--- src/rtl/mem_access_unit.sv ---
// Load/store unit: byte/halfword/word accesses to a word-wide memory,
// with read-modify-write for sub-word stores and alignment checking.
module mem_access_unit (
   input  logic        clk,
   input  logic        reset,
   input  logic        start,
   input  logic [2:0]  op,
   input  logic [31:0] addr,
   input  logic [31:0] wdata,
   input  logic [31:0] mem_rdata,
   output logic [31:0] mem_addr,
   output logic        mem_wr,
   output logic [31:0] mem_wdata,
   output logic [31:0] rdata,
   output logic        busy,
   output logic        done,
   output logic        err
);

   typedef enum logic [2:0] {
      S_IDLE,
      S_READ,
      S_WAIT,
      S_WRITE,
      S_DONE
   } state_t;

   localparam logic [2:0] OP_LW = 3'b000;
   localparam logic [2:0] OP_LH = 3'b001;
   localparam logic [2:0] OP_LB = 3'b010;
   localparam logic [2:0] OP_SW = 3'b100;
   localparam logic [2:0] OP_SH = 3'b101;
   localparam logic [2:0] OP_SB = 3'b110;

   state_t      r_state;
   logic [2:0]  r_op;
   logic [1:0]  r_lane;
   logic [31:0] r_wdata;
   logic [31:0] r_merge;
   logic [31:0] r_mem_addr;
   logic [31:0] r_mem_wdata;
   logic [31:0] r_rdata;
   logic        r_mem_wr;
   logic        r_busy;
   logic        r_done;
   logic        r_err;

   logic        w_bad;
   logic [31:0] w_shift;
   logic [31:0] w_load;
   logic [31:0] w_merge;

   // Classify the incoming request: illegal opcode or misaligned address
   always_comb begin
      w_bad = 1'b0;
      case (op)
         OP_LW, OP_SW: w_bad = (addr[1:0] != 2'b00);
         OP_LH, OP_SH: w_bad = addr[0];
         OP_LB, OP_SB: w_bad = 1'b0;
         default:      w_bad = 1'b1;
      endcase
   end

   // Extract the addressed lane(s) from the read word, zero-extended
   always_comb begin
      w_shift = mem_rdata >> {r_lane, 3'b000};
      w_load  = mem_rdata;
      case (r_op[1:0])
         2'b01:   w_load = {16'h0000, w_shift[15:0]};
         2'b10:   w_load = {24'h000000, w_shift[7:0]};
         default: w_load = mem_rdata;
      endcase
   end

   // Replace only the addressed lane(s) of the read word with store data
   always_comb begin
      w_merge = mem_rdata;
      case (r_op[1:0])
         2'b01: begin
            if (r_lane[1])
               w_merge[31:16] = r_wdata[15:0];
            else
               w_merge[15:0] = r_wdata[15:0];
         end
         2'b10:   w_merge[{r_lane, 3'b000} +: 8] = r_wdata[7:0];
         default: w_merge = mem_rdata;
      endcase
   end

   // Access sequencer with registered outputs
   always_ff @(posedge clk) begin
      if (reset) begin
         r_state     <= S_IDLE;
         r_op        <= 3'b000;
         r_lane      <= 2'b00;
         r_wdata     <= 32'h0;
         r_merge     <= 32'h0;
         r_mem_addr  <= 32'h0;
         r_mem_wdata <= 32'h0;
         r_rdata     <= 32'h0;
         r_mem_wr    <= 1'b0;
         r_busy      <= 1'b0;
         r_done      <= 1'b0;
         r_err       <= 1'b0;
      end else begin
         case (r_state)
            S_IDLE: begin
               if (start) begin
                  r_op       <= op;
                  r_lane     <= addr[1:0];
                  r_wdata    <= wdata;
                  r_mem_addr <= {addr[31:2], 2'b00};
                  r_err      <= w_bad;
                  if (w_bad) begin
                     r_state <= S_DONE;
                     r_done  <= 1'b1;
                  end else if (op == OP_SW) begin
                     r_state     <= S_WRITE;
                     r_mem_wr    <= 1'b1;
                     r_mem_wdata <= wdata;
                     r_busy      <= 1'b1;
                  end else begin
                     r_state <= S_READ;
                     r_busy  <= 1'b1;
                  end
               end
            end
            S_READ: begin
               r_state <= S_WAIT;
            end
            S_WAIT: begin
               if (r_op[2]) begin
                  r_merge     <= w_merge;
                  r_mem_wdata <= w_merge;
                  r_mem_wr    <= 1'b1;
                  r_state     <= S_WRITE;
               end else begin
                  r_rdata <= w_load;
                  r_busy  <= 1'b0;
                  r_done  <= 1'b1;
                  r_state <= S_DONE;
               end
            end
            S_WRITE: begin
               r_mem_wr <= 1'b0;
               r_busy   <= 1'b0;
               r_done   <= 1'b1;
               r_state  <= S_DONE;
            end
            S_DONE: begin
               r_done  <= 1'b0;
               r_state <= S_IDLE;
            end
            default: begin
               r_mem_wr <= 1'b0;
               r_busy   <= 1'b0;
               r_done   <= 1'b0;
               r_state  <= S_IDLE;
            end
         endcase
      end
   end

   // Reset gates the write strobe immediately so an interrupted write never commits
   assign mem_wr    = r_mem_wr & ~reset;
   assign mem_addr  = r_mem_addr;
   assign mem_wdata = r_mem_wdata;
   assign rdata     = r_rdata;
   assign busy      = r_busy;
   assign done      = r_done;
   assign err       = r_err;

endmodule

--- config.mk ---
export PLATFORM = sky130hd
export DESIGN_NAME = mem_access_unit
export DESIGN_NICKNAME = d
export VERILOG_FILES = /design/src/rtl/mem_access_unit.sv
export SDC_FILE = /design/constraint.sdc
export NUM_CORES = 1
export LEC_CHECK = 0
export CORE_MARGIN = 2
export CORE_UTILIZATION = 46
export DETAILED_ROUTE_END_ITERATION = 8
export HOLD_SLACK_MARGIN = 0.02
export PLACE_DENSITY = 0.81
export SYNTH_ARGS = -nofsm -noshare
export SYNTH_HDL_FRONTEND = slang
export SYNTH_SLANG_ARGS = --single-unit
--- constraint.sdc ---
create_clock -name clk -period 3.2 [get_ports clk]
set_input_delay 0.64 -clock clk [delete_from_list [all_inputs] [get_ports clk]]
set_output_delay 0.64 -clock clk [all_outputs]
set_load 0.005 [all_outputs]
Word-level counts from Yosys, hierarchy flattened
Cells that the tools add are included.
- register bits after elaboration: 122
- bits in latches: 0
- RAM bits: 0
- ROM bits: 0
- input port bits: 102
- output and inout bits: 100
- memories kept: 0
- $add $sub $neg: 1
- multipliers: 0
- divide/modulo/power cells: 0
- magnitude comparators: 0
- eq/ne operators: 17
- shifts and indexed selects: 3
- mux-type cells: 29
- bitwise logic cells: 5
- reduce and logical (&&, ||, !) cells: 14
- operators with widths (kind ; count):
    $pmux W32 S2 ; 3
    $mux W32 ; 4
    $bwmux W32 ; 1
    $mux W16 ; 2
    $shift A8 B7 Y32 const A ; 1
    $shiftx A8 B7 Y32 ; 1
    $shr A32 B5 Y16 ; 1
    $eq A3 B3 Y1 const B ; 4
    $ne A2 B2 Y1 const B ; 6
    $pmux W3 S4 ; 1
    $mux W1 ; 10
    $reduce_and A5 Y1 ; 2
    $eq A3 B2 Y1 const B ; 3
    $mux W3 ; 3
    $pmux W1 S3 ; 3
    $reduce_and A4 Y1 ; 2
    $reduce_or A2 Y1 ; 4
    $neg A5 Y7 ; 1
    $eq A3 B1 Y1 const B ; 2
    $logic_not A3 Y1 ; 2
    $not A1 Y1 ; 4
    $pmux W1 S4 ; 1
    $reduce_and A2 Y1 ; 2
    $reduce_bool A2 Y1 ; 2
    other kinds (4) ; 4

Longest topological paths before layout
- depth after elaboration: 6
- gate-level depth with buffers: 9
- depth with buffers taken out: 6

Worst setup path after synthesis
No wires, ideal clock.
- path type: register to register
- start: register r_lane[0]
- end: register r_mem_wdata[0] (netlist: mem_wdata[0])
- setup time: 117 ps
- arrival: 2199 ps
- required time: 3083 ps
- slack: 883 ps
- cell stages (with the launch flop): 9
- cells stage by stage: dfxtp_1 -> buf_2 -> buf_4 -> inv_1 -> ha_1 -> nor2_1 -> a41o_1 -> a221o_1 -> a32o_1
- longest elaborated chain between the ends: 6
- elaborated cells on any way between the ends: 7
- those cells by class: add/sub: 1; shift: 2; mux: 4
- RTL lines (item ; RTL line ; RTL):
    start, declared ; 37 ; logic [1:0] r_lane;
    start signal, assigned ; 110 ; r_lane <= addr[1:0];
    $neg A5 Y7 (*) ; 85 ; 2'b10: w_merge[{r_lane, 3'b000} +: 8] = r_wdata[7:0];
    $shiftx A8 B7 Y32 or $shift A8 B7 Y32 (tied branches) ; 85 ;
    $bwmux W32 (*) ; 85 ;
    $pmux W32 S2 (*) ; 78 ; case (r_op[1:0])
    $mux W32 (*) ; 132 ; if (r_op[2]) begin
    $pmux W32 S2 (*) ; 106 ; case (r_state)
    end signal, assigned ; 120 ; r_mem_wdata <= wdata;
    end signal, assigned ; 134 ; r_mem_wdata <= w_merge;
    end, declared ; 41 ; logic [31:0] r_mem_wdata;
Mark *: on every way between the ends. The rest lies on a longest branch, timed or not. The select of a mux whose other input is x is not followed.
A chain may end at the register's enable or synchronous reset.

Final worst setup path
- start: register r_op[0]
- end: register r_mem_wdata[2] (netlist: mem_wdata[2])
- longest elaborated chain between the ends: 4
- elaborated cells on any way between the ends: 5
- those cells by class: eq/ne: 2; mux: 3
- RTL lines (item ; RTL line ; RTL):
    start, declared ; 36 ; logic [2:0] r_op;
    start signal, assigned ; 109 ; r_op <= op;
    $eq A2 B2 Y1 or $eq A2 B1 Y1 (tied branches) ; 78 ;
    $pmux W32 S2 (*) ; 78 ;
    $mux W32 (*) ; 132 ;
    $pmux W32 S2 (*) ; 106 ;
Marks and branches as above.

==> summary.txt <==
Clocking
  • Clock-pin slew on the worst setup and hold paths: 0.06 ns
  • Post_cts resized: 0
  • Clock buffer depth: 2
  • Root buffer cell: clkbuf_16
  • Post-cts hold buffer count: 0
  • CTS tree: yes
  • H-tree depth: 4
  • CTS buffer count: 17
  • Postcts setup bufs: 0
  • Clock Latency Late Sink: 0.42 ns
  • Clock sink count: approximately 120

Synth
  • Post-synth EDFFs: 0
  • Area contributors post-synth: dfxtp_1 (41%), nand2_1 (7.6%), a21oi_1 (6.0%)
  • Area share of the leading cell type in the synthesized netlist: 0.4112
  • Synth Warn #: 0
  • Synth cell types: 51
  • Top cell type by total area after synthesis: dfxtp_1
  • Cells after Synth: between 600 and 700
  • Synthesized area: 0.005939 mm²
  • Flops & latches, synth: 122
  • Avg Inst Size Synth: 8.534 µm²
  • Post-synthesis sequential area ratio: 0.4112
  • Async set-reset flop share out of synthesis: 0
  • Top_reg_cell synth: dfxtp_1

Layout
  • Final nets: 978
  • P&R area growth vs syn: 44.09%
  • Number of diodes: 0
  • Share of post-route cells with drive strength above 1: 0.07395

Setup path
  • Crit. End Element: register
  • Startpoint Class: register
  • Setup CP Type: reg2reg
  • WP data required: about 3.5 ns
  • Critical-path maximum fanout: 20
  • Worst Path Arrival: 2.90 ns

Floorplanning
  • Die height: ~120 µm
  • Core Rows: between 40 and 50
  • Io pins: approximately 200
  • Core box area: 0.01262 mm²
  • Initial Utilization: 0.4707
  • Die area: between 0.01 and 0.015 mm²
  • Die X: around 120 µm

STA
  • Finish-stage setup viols: 0
  • Max-slew violations: 0
  • Worst Slack Setup Final: between 0.6 and 0.7 ns
  • RSZ-0062 raised after global routing: no
  • Post-layout minimum cycle time: around 2.6 ns
  • Final setup TNS: 0 ns
  • Final period util: 0.8064
  • Least-Margin Pin Slew: 0.9737 ns
  • Slew HR: 0.3508
  • Fin Clk Skew: around 0.0071 ns
  • Fmax: 0.3875 GHz
  • Final Hold Vio Count: 0

Pwr
  • Power, Total: around 4.6 mW
  • Leakage: between 3 and 4 nW
  • VDD IR-drop max: about 360 µV
  • PD cells: ~540 mW/mm²

Status
  • Status: complete, no violations

Drt
  • DRT Pass-1 Iters: 9
  • Vias per std cell: around 6.0
  • Wire per inst: ~20 µm
  • Via count: about 6,300
  • Final ANT Viol Nets: 0
  • Final wirelength: approximately 22 mm
  • DRT iter0 DRCs: around 550
  • Residual DRC: 0

GRT
  • Congestion Overflow GR: 0
  • Vias in the first global route: between 6,000 and 7,000
  • Initial antenna violation count: 0
  • Routing usage on met2: 0.5080
  • Met1 usage: 0.3840
  • Most Crowded Layer GR: met2
  • Grt met3 use: 0.07994
  • First-pass GRT wire length: 33.82 mm
  • Total GRT Usage: 0.3096
  • Pin count of the biggest net entering global routing: 91

Place
  • Gpl congestion: a little over 0.9
  • Number of port buffers: 199
  • Setup WS pre-CTS: around 0.7 ns
  • Detailed placer's ending HPWL: ~15 mm

Run
  • MaxCap Viol Count: 0

Min path
  • Min-delay worst type: reg2reg
==> cells in the mapped netlist (9+ instances only) <==
master / n
mux2i_1: 23
nand2b_1: 27
a21oi_1: 71
a22o_1: 9
clkbuf_1: 38
nand2_1: 120
o2111ai_1: 15
nand3_1: 33
a221oi_1: 16
a32o_1: 23
buf_2: 14
dfxtp_1: 122
nor3_1: 18
o21ai_0: 25
nor2_1: 34
==> cell type report <==
cell class              instances  area, µm²
clock buffers                  20      456.7
well taps                     172      215.2
clock inverters                 9      100.1
inverters                       8      30.03
repair buffers                217       2122
fillers                      1042       4061
multi-input cells             503       3192
flip-flops and latches        122       2442
==> worst max-delay path: stages (launching register included) <==
cell and delay [ns]:
dfxtp_1 0.36, inv_1 0.06, ha_1 0.74, nor2b_1 0.10, buf_4 0.20, a41o_1 0.36
a221o_1 0.40, a32o_1 0.25
==> routing by layer <==
metal	part of all wire	routed length [µm]
met1	0.40	8554
met2	0.48	10360
met3	0.090	1936
met4	0.033	702
met5	0	0
==> flip-flops by register name (all words and copies together) (netlist names) <==
register / flops
r_mem_wr: 1
r_op: 3
r_lane: 2
busy: 1
r_state: 3
done: 1
mem_addr: 30
mem_wdata: 32
rdata: 32
err: 1
r_wdata: 16
==> through the flow <==
| step | instances | hold slack [ns] | utilization | area [µm²] |
|---|---|---|---|---|
| floorplan | 697 | 0.4455 | - | 5943 |
| global placement | 1022 | 0.4410 | 0.6340 | 8001 |
| detailed placement | 1022 | 0.4458 | 0.6340 | 8001 |
| CTS | 1051 | 0.4527 | 0.6782 | 8558 |
| global route | 1051 | 0.4740 | 0.6782 | 8558 |
| finish | 1051 | 0.4494 | 0.6782 | 8558 |
==> cell usage in the layout, fill, tap and decap left out, types with 23 or more instances in the layout <==
cell,count
clkdlybuf4s50_1,198
dfxtp_1,122
nand2_1,120
a21oi_1,70
nor2_1,34
nand3_1,32
nand2b_1,27
o21ai_0,25
mux2i_1,23
a32o_1,23
==> worst paths after layout <==
kind,start,cells after the start,slack (ns),endpoint
worst min register to register,rdata[24]$_SDFFE_PP0P_,2,0.45,rdata[24]$_SDFFE_PP0P_
worst min-delay path,rdata[24]$_SDFFE_PP0P_,2,0.45,rdata[24]$_SDFFE_PP0P_
worst max register to register,r_op[0]$_SDFFE_PP0P_,7,0.62,mem_wdata[2]$_SDFFE_PP0P_
worst max-delay path,r_op[0]$_SDFFE_PP0P_,7,0.62,mem_wdata[2]$_SDFFE_PP0P_
==> kinds of logic (layout without fill, tap and decap cells) <==
logic type,count (synthesis),count (layout),synth area share
compound gates,207,207,0.2448
buf+inv,72,254,0.05561
simple gates,255,255,0.2020
flops,122,122,0.4112
other cells,1,2,0.0006314
fa+ha+maj,7,7,0.01475
mux,32,32,0.07099
==> power breakdown <==
| part | total [mW] | switching, mW | internal (mW) |
|---|---|---|---|
| combinational | 1.03 | 0.536 | 0.496 |
| sequential | 1.75 | 0.105 | 1.65 |
| clock | 1.84 | 0.673 | 1.16 |
Power figures use the tool's default switching activity.
==> variant 1, RTL diff (config.mk and constraints unchanged) <==
The 5 states of `state_t` get a one-hot encoding in 5 bits.
--- a/src/rtl/mem_access_unit.sv
+++ b/src/rtl/mem_access_unit.sv
@@ -18,10 +18,10 @@
 );
 
-   typedef enum logic [2:0] {
-      S_IDLE,
-      S_READ,
-      S_WAIT,
-      S_WRITE,
-      S_DONE
+   typedef enum logic [4:0] {
+      S_IDLE  = 5'b00001,
+      S_READ  = 5'b00010,
+      S_WAIT  = 5'b00100,
+      S_WRITE = 5'b01000,
+      S_DONE  = 5'b10000
    } state_t;
 
Check against the original RTL: same outputs for any inputs over 4 cycles, from zero or initial values and one cycle with reset high; so few cycles prove little.
==> variant 1 against the unedited design <==
Utilization is 0.76 points lower; design area up 3.8%; critical path depth unchanged; non-clock buffer count decreased by 2; final cell count increased by 8.8%; hold slack gained 0.96 ps; die area is 4.9% higher; global-route usage decreased by 2.9 points; power decreased by 4.0%; worst setup slack gained 26 ps; area after synthesis is 5.0% higher; routed wire length shrank 5.7%; synthesized cell count rose by 13%; sequential cell count rose by 2; critical path type unchanged.
==> variant 1: results (changes against the unedited design) <==
critical_path:
  critPathMaxFanout: 16  # -20%
  cp_slowest_cell: "dfxtp_2"
  arrival_ps: 2900  # about the same
  cpPeakStageDelay_ps: 560  # -180 ps
  critPathTopFamily: "simple AND/OR/NAND/NOR gates"
synthesis:
  avgSynthCellArea_um2: 7.91  # -7.3%
  synth-adder-area-share_pct: 1.40  # -0.071 points
  synth_xor_xnor_area_share_pct: 0.281  # +0.28 points
  synthTopCellsByArea: "dfxtp_1 40%, nand2_1 9.4%, a21oi_1 8.3%"
  muxShareOfSynthArea_pct: 4.69  # -2.4 points
  ys_seq_area_share_pct: 39.8  # -1.3 points
  synth_cell_types: 58  # +14%
  synth_compound_area_share_pct: 27.1  # +2.6 points
  yosys-top-cells-count: "156 x nand2_1, 124 x dfxtp_1, 104 x a21oi_1"
  async_flop_share_pct: 0  # unchanged
min_path:
  min_path_type: "reg2reg"
timing:
  setup_viol: 0  # unchanged
  max-slew-margin-rel_pct: 18.7  # -16 points
  worst_clock_skew_ps: 8.41  # +1.28 ps
place:
  placed_area_um2: 8260  # +3.2%
  numPlacedInstances: 1111  # +8.7%
  dp_slack_ps: 646  # -39.3 ps
  place.gp.congestion: 0.963  # +5.6%
  dp_hpwl_um: 14000  # -7.2%
power:
  irDropWorstVdd_mv: 0.352  # -3.3%
  power.leakage_nw: 3.06  # +1.5%
drt:
  detail_route.wl_per_cell_um: 17.8  # -13%
  vias: 6572  # +4.2%
  drt-pass1-iter-count: 5  # -4
  wl_um: 20300  # -5.7%
  drt_iter0_drc: 482  # -13%
global_route:
  grt_pass1_vias: 6194  # -0.43%
  track_usage_pct: 28.1  # -2.9 points
  grt_max_degree: 103  # +13%
  grt_first_pass_wirelength_um: 32300  # -4.6%
  grt_antenna_before_repair: 0  # unchanged
layout:
  syn_to_final_growth_pct: 42.3
  n_fill_cell: 1153  # +11%
  drive_gt1_share_pct: 8.38  # +0.98 points
run_status:
  outcome: "finished, final reports clean"
clock_tree:
  clk_latency_ps: 430
  clkTransAtPathRegs_ps: 60  # about the same
  post_cts_resized: 0  # unchanged
  cts_buffers: 17  # unchanged
  cts_setup_buffers: 0  # unchanged
[variant 1: changes by cell type in the layout (fill, tap and decap cells not counted), sizes merged, moves of 9 or more]
cell	change
a221oi	+14
mux2i	-14
a32o	-14
a211oi	+19
o2111ai	-15
nand2	+37
mux2	+17
nor3	-9
nand2b	-20
a22o	-9
a21oi	+33
nor2	+15
o21ai	+30
[variant 1: worst paths after layout]
kind	from	to	slack, ps	depth (start not counted)
min reg2reg	mem_wdata[10]	mem_wdata[10]	450	2
max reg2reg	r_lane[1]	mem_wdata[10]	650	7
min	mem_wdata[10]	mem_wdata[10]	450	2
max	r_lane[1]	mem_wdata[10]	650	7
[variant 1: layout make-up]
cell class	instances	share of cell area, %
repair buffers	215	23.9
flip-flops and latches	124	28.0
inverters	10	0.423
well taps	176	2.48
multi-input cells	586	38.2
clock buffers	17	4.79
clock inverters	15	2.23
[variant 1: logic make-up (layout without fill, tap and decap cells)]
| logic type | after synthesis | count (layout) |
|---|---|---|
| compound gates | 263 | 263 |
| xor+xnor | 2 | 2 |
| fa+ha+maj | 7 | 7 |
| buf+inv | 80 | 257 |
| flops | 124 | 124 |
| mux | 27 | 27 |
| other cells | 1 | 2 |
| simple gates | 285 | 285 |
[variant 1: where the power goes]
| group | total [W] | leakage (nW) | internal (W) | switching [W] |
|---|---|---|---|---|
| logic | 0.000722 | 1.75 | 0.000337 | 0.000385 |
| clock network | 0.00202 | 0.299 | 0.00130 | 0.000724 |
| registers | 0.00169 | 1.01 | 0.00162 | 0.0000741 |
[variant 1: routing by layer]
metal | global-route usage [%] | share of wire [%] | vias up
met5 | 0 | 0 | -
met4 | 11.4 | 2.8 | 0
met3 | 7.83 | 10 | 42
met2 | 42.9 | 45 | 328
met1 | 37.5 | 42 | 3049
li1 | - | - | 3153
==> variant 2, RTL diff (same flow settings) <==
Without the edit above. Reset style: asynchronous (`reset`), changed in one clocked block.
--- a/src/rtl/mem_access_unit.sv
+++ b/src/rtl/mem_access_unit.sv
@@ -89,5 +89,5 @@
 
    // Access sequencer with registered outputs
-   always_ff @(posedge clk) begin
+   always_ff @(posedge clk or posedge reset) begin
       if (reset) begin
          r_state     <= S_IDLE;
Formal check against the unedited RTL: differs if reset is asserted again (counterexample within 4 cycles, from zero or initial values and one cycle with reset high); with reset held inactive, the same outputs for 4 cycles.
==> variant 2 against the unedited design <==
Sequential cell count stayed put; worst setup slack worse by 21 ps; critical path type unchanged; routed wire length is 11% lower; synthesized cell count is 16% lower; design area is 2.9% higher; area after synthesis is 2.4% higher; highest routed layer unchanged; largest cell class is now flip-flops and latches.
Power is not compared: it rests on default switching activity, and its combinational part moved more than twofold at a synthesized area within 25%.
==> variant 2: results (changes against the unedited design) <==
layout:
  buffers_excl_clock: 213  # -1.8%
  multi_input_gates: 413  # -18%
  nets: 885  # -9.5%
  buf_share_pct: 24.1  # -0.70 points
  seq_cells: 122  # unchanged
  syn_to_final_growth_pct: 44.8
  register_area_um2: 3050  # +25%
  drive_gt1_share_pct: 13.0  # +5.6 points
  clkCellAreaFrac_pct: 6.63  # +0.13 points
place:
  numPlacedInstances: 933  # -8.7%
  dp_slack_ps: 243  # -442 ps
synthesis:
  syn-cell-area_um2: 6080  # +2.4%
  async_flop_share_pct: 100  # +100 points
  yosys-top-cells-count: "122 x dfrtp_1, 66 x nand2_1, 56 x nor2_1"
  synthTopCellsByArea: "dfrtp_1 50%, mux2_2 9.1%, a221oi_1 4.6%"
  ys_seq_area_share_pct: 50.2  # +9.1 points
drt:
  vias: 5616  # -11%
  detail_route.wl_per_cell_um: 20.0  # -2.6%
  drt-met1-wl_um: 8070  # -5.6%
  drt_iter0_drc: 641  # +16%
timing:
  max_slew.worst_pin.slew_ps: 1040  # +61.5 ps
  worst_clock_skew_ps: 8.71  # +1.58 ps
run_status:
  outcome: "finished, final reports clean"
critical_path:
  cpPeakStageDelay_ps: 880  # +140 ps
  critPathTopFamily: "simple AND/OR/NAND/NOR gates"
  critPathMaxFanout: 8  # -60%
  arrival_ps: 2910  # about the same
global_route:
  grtUsageMet2_pct: 43.1  # -7.7 points
  grt_first_pass_wirelength_um: 29700  # -12%
  grt_max_degree: 67  # -26%
  grt_pass1_vias: 5426  # -13%
## variant 2: cell types whose count changed after synthesis, moves of 9 or more
cell / before / now
o2111ai_1: 15 / 0
nand2b_1: 27 / 3
mux2_2: 1 / 49
o31ai_1: 0 / 26
dfrtp_1: 0 / 122
nor3_1: 18 / 2
a221oi_1: 16 / 32
nand2_1: 120 / 66
dfxtp_1: 122 / 0
a21oi_1: 71 / 12
nor2_1: 34 / 56
nand3_1: 33 / 24
a32o_1: 23 / 0
o21ai_0: 25 / 47
## variant 2: kinds of logic after synthesis
logic type	Yosys count	share of synthesized area (%)
buffers and inverters	54	4.07
other	1	0.0617
and+or+nand+nor	176	13.2
muxes	70	12.9
AOI/OAI and AO/OA	158	18.1
adders and majority gates	7	1.44
DFF	122	50.2
## variant 2: worst reg2reg max path, cell delays in order, from the launching register on
cell and delay, ps:
dfrtp_1 390, inv_1 80, ha_1 310, nor3b_1 880, a41o_1 380, a221oi_1 170, o31ai_1 300
